## src/rtl/cpu_out_fifo.sv

```systemverilog
// Output buffer between the CPU's FPGAOut path and a board-side consumer.
// Words are drained over valid/ready, and a sticky overflow flag records any dropped write.
module cpu_out_fifo #(
  parameter int WIDTH = 16,
  parameter int DEPTH = 8,
  parameter int CW    = $clog2(DEPTH + 1)
) (
  input  logic             CLK,
  input  logic             reset,
  input  logic             wr_en,
  input  logic [WIDTH-1:0] wr_data,
  output logic             full,
  output logic             out_valid,
  input  logic             out_ready,
  output logic [WIDTH-1:0] out_data,
  output logic [CW-1:0]    count,
  output logic             overflow,
  input  logic             clr_ovf
);

  localparam int AW = $clog2(DEPTH);

  logic [WIDTH-1:0] mem [DEPTH];
  logic [AW-1:0]    wrPtr;
  logic [AW-1:0]    rdPtr;
  logic             push;
  logic             pop;

  // Status is decoded only from the registered count, so there is no wr_data-to-output path.
  assign full      = (count == CW'(DEPTH));
  assign out_valid = (count != '0);
  assign pop       = out_valid & out_ready;
  assign push      = wr_en & (~full | pop);
  assign out_data  = mem[rdPtr];

  // Storage is deliberately left out of reset; stale words are hidden by out_valid.
  always_ff @(posedge CLK) begin
    if (push) begin
      mem[wrPtr] <= wr_data;
    end
  end

  always_ff @(posedge CLK or negedge reset) begin
    if (!reset) begin
      wrPtr <= '0;
      rdPtr <= '0;
      count <= '0;
    end else begin
      if (push) begin
        wrPtr <= wrPtr + AW'(1);
      end
      if (pop) begin
        rdPtr <= rdPtr + AW'(1);
      end
      unique case ({push, pop})
        2'b10:   count <= count + CW'(1);
        2'b01:   count <= count - CW'(1);
        default: count <= count;
      endcase
    end
  end

  // A dropped write wins over a clear arriving in the same cycle.
  always_ff @(posedge CLK or negedge reset) begin
    if (!reset) begin
      overflow <= 1'b0;
    end else if (wr_en && full && !pop) begin
      overflow <= 1'b1;
    end else if (clr_ovf) begin
      overflow <= 1'b0;
    end
  end

endmodule

```

## config.mk

```make
export PLATFORM = sky130hd
export DESIGN_NAME = cpu_out_fifo
export DESIGN_NICKNAME = d
export VERILOG_FILES = /design/src/rtl/cpu_out_fifo.sv
export SDC_FILE = /design/constraint.sdc
export NUM_CORES = 1
export LEC_CHECK = 0
export ABC_CLOCK_PERIOD_IN_PS = 3100
export CAP_MARGIN = 20
export CELL_PAD_IN_SITES_DETAIL_PLACEMENT = 1
export CELL_PAD_IN_SITES_GLOBAL_PLACEMENT = 1
export CORE_MARGIN = 5
export CORE_UTILIZATION = 51
export DETAILED_ROUTE_END_ITERATION = 10
export GPL_ROUTABILITY_DRIVEN = 0
export HOLD_SLACK_MARGIN = 0.06
export PLACE_DENSITY_LB_ADDON = 0.05
export SYNTH_ARGS = -nofsm -noshare
export SYNTH_HDL_FRONTEND = slang
export SYNTH_SLANG_ARGS = --single-unit
```

## constraint.sdc

```tcl
create_clock -name CLK -period 3.1 [get_ports CLK]
set_input_delay 0.93 -clock CLK [delete_from_list [all_inputs] [get_ports CLK]]
set_output_delay 0.93 -clock CLK [all_outputs]
set_load 0.03 [all_outputs]
```

==> metrics.md <==
| Metric | Value |
|---|---|
| TritonCTS clock tree | built |
| Async set-or-reset flop fraction in the synthesized netlist | 7.914% |
| Placement Cell Area | 0.006316 sq mm |
| Final hold vios | 0 |
| Vias in the first global route | 3000 |
| Syn Area/Cell | 22.37 sq um |
| Die height | 114.5 microns |
| Post-synth EDFFs | 128 |
| Share of cells above drive strength 1 | 36.96% |
| Nets | 362 |
| Die ar. | 0.01311 sq mm |
| Die extent in x | 114.5 microns |
| Critical Path End Type | output pin |
| Startpoint Class | flip-flop |
| Yosys Warn Count | 0 |
| First DRT Iteration DRCs | 126 |
| Prevailing post-synth register cell | edfxtp_1 |
| Antenna Cells | 0 |
| Critical-path cell list | buf_12 -> buf_4 -> mux4_1 -> mux2_2 -> buf_6 |
| Failing checks | setup timing |
| Commonest non-fill, non-tap cells in the layout | edfxtp_1 (128), buf_4 (30), clkdlybuf4s50_1 (25) |
| Routed vias/inst | 5.507 |
| Vias post-DR | 2693 |
| Distinct cells, synth | 32 |
| Tightest Pin Transition | 543.8 ps |
| Detail Route Antenna Nets | 0 |
| Max H-tree Level | 4 |
| GRT Overall Usage | 18.41% |
| WL/cell | 21.89 microns |
| Pin count of the biggest net entering global routing | 25 |
| PnR worst setup slack | -4.338 ps |
| Most common cell after layout, fill and taps aside | edfxtp_1 |
| Reg clk slew, reported paths | 60 ps |
| Critical Path Max Stage Delay | 540 ps |
| Slew Limit Fails | 0 |
| R2R depth | 10 |
| Yosys reg bits | 139 |
| Clock Path Buffers | 2 |
| Max Clock Skew | 11.12 ps |
| Max Freq | 0.3221 GHz |
| Fin crit share | 100.1% |
| Top Ports | 44 |
| LEAKAGE | 0.002446 uW |
| WS Path Type | reg2out |
| GRT Residual Overflow | 0 |
| Clock root buffer | clkbuf_8 |
| Clk sinks | 139 |
| DP HPWL | 6426 microns |
| Total power | 7047 uW |
| Crit-path slowest cell | mux4_1 |
| Port Buffer Count | 43 |
| Setup violations, final | 2 |
| Status | finished with violations |
| Drt pass-1 iters | 4 |
| Hold Path Depth | 1 |
| Mapped Area | 0.005569 sq mm |
| Finished Cell Area | 0.006950 sq mm |
| CP arrival | 2170 ps |
| Syn nets | 275 |
| First-pass GRT wire length | 17260 microns |
| Worst ir drop on vdd | 0.5462 mV |
| Sequential area share after synthesis | 73.96% |
| Syn Inst Count | 249 |
| Final min period | 3104 ps |
| Number of max-cap violations | 0 |
| Worst EP required | 2170 ps |
| Fin cells | 489 |
| Rows | 38 |
| CTS buffer count | 17 |
| CTS Hold Buffers Added | 0 |
| Initial antenna violation count | 0 |
| Clock Latency Late Sink | 520 ps |
| Core Footprint | 0.01079 sq mm |
| Post-Route WL | 10710 microns |
| DRC | 0 |
| Path type of the worst min-delay path | reg2reg |
| Power per Cell Area | 1014 mW/mm^2 |
| CP max FO | 10 |
| RSZ-0062 raised after global routing | true |
| Placed cells | 441 |
| Worst slew margin | 63.63% |
| Area grow syn2layout | 24.80% |
| Starting Density | 51.60% |
worst max-delay path, delay by kind of cell, from the launching register on:
family,cells,cell delay (ps)
mux,2,830
flops,1,420
buf+inv,3,410
cells in the mapped netlist, types with 2 or more instances:
library cell | instances | area (sq um)
edfxtp_1 | 128 | 3844
mux4_1 | 24 | 630.6
mux2_2 | 18 | 202.7
dfrtp_1 | 11 | 275.3
mux4_2 | 8 | 180.2
nand2_1 | 6 | 22.52
xnor2_1 | 6 | 52.55
ha_1 | 5 | 62.56
nor3_1 | 5 | 25.02
inv_1 | 4 | 15.01
nor2_1 | 4 | 15.01
clkbuf_1 | 3 | 11.26
nand2b_1 | 3 | 18.77
xor2_1 | 3 | 26.28
buf_6 | 2 | 22.52
nand3_1 | 2 | 10.01
nor4_1 | 2 | 12.51
stage by stage:
step           hold WS, ps  utilization, %  TNS (ps)  setup WS [ps]
6_report             514.2           64.40    -8.106         -4.338
5_1_grt              569.6           64.40    -908.8         -106.7
4_1_cts              530.0           64.38     -1001         -125.9
3_5_place_dp         521.2           58.52         0          48.54
3_3_place_gp         496.8           58.52         0          91.84
2_1_floorplan        532.5               -         0          358.8
cell families after synthesis:
group | after synthesis | share of synthesized area, %
and+or+nand+nor | 27 | 2.718
muxes | 50 | 18.20
DFF | 139 | 73.96
AOI/OAI and AO/OA | 4 | 0.6739
xor gates and xnor gates | 9 | 1.415
buffers and inverters | 15 | 1.909
adders and majority gates | 5 | 1.123
report_power, final:
group	internal, uW	total [uW]	switching (uW)	leakage, uW
Combinational	1350	2660	1310	0.000895
Sequential	2380	2570	192	0.00129
Clock	1060	1810	751	0.000259
Total	4800	7050	2250	0.00245
final cells by class:
| class | count | area [sq um] |
|---|---|---|
| Clock buffer | 18 | 417.9 |
| Clock inverter | 14 | 123.9 |
| Fill cell | 906 | 3842 |
| Inverter | 5 | 23.77 |
| Multi-Input combinational cell | 95 | 1360 |
| Sequential cell | 139 | 4120 |
| Tap cell | 140 | 175.2 |
| Timing Repair Buffer | 78 | 729.5 |
sequential cells by signal, summed over array words and instances, names as in the netlist:
name / flops
overflow: 1
count: 4
rdPtr: 3
mem: 128
wrPtr: 3
worst paths after layout:
| kind | from | end | slack, ps |
|---|---|---|---|
| setup reg to reg | count[1]$_DFFE_PN0P_ | count[2]$_DFFE_PN0P_ | 480 |
| min in group asynchronous | reset | count[1]$_DFFE_PN0P_ | 770 |
| max in group asynchronous | reset | rdPtr[0]$_DFFE_PN0P_ | 1940 |
| hold / removal | count[3]$_DFFE_PN0P_ | count[3]$_DFFE_PN0P_ | 510 |
| setup / recovery | rdPtr[0]$_DFFE_PN0P_ | out_data[4] | -4 |
| hold reg to reg | count[3]$_DFFE_PN0P_ | count[3]$_DFFE_PN0P_ | 510 |
layer usage:
layer,part of all wire [%],GRT usage [%]
met1,41,22.86
met2,53,30.93
met3,5.0,5.867
met4,0.68,5.701
met5,0,0
timing repair:
| action | 4_1_cts | 5_1_grt |
|---|---|---|
| endpoints found under the setup margin | 18 | 16 |
| setup buffers | 12 | 4 |
| gates resized for setup | 86 | 24 |
| hold endpoints to repair | 0 | 0 |
Power figures use the tool's default switching activity.
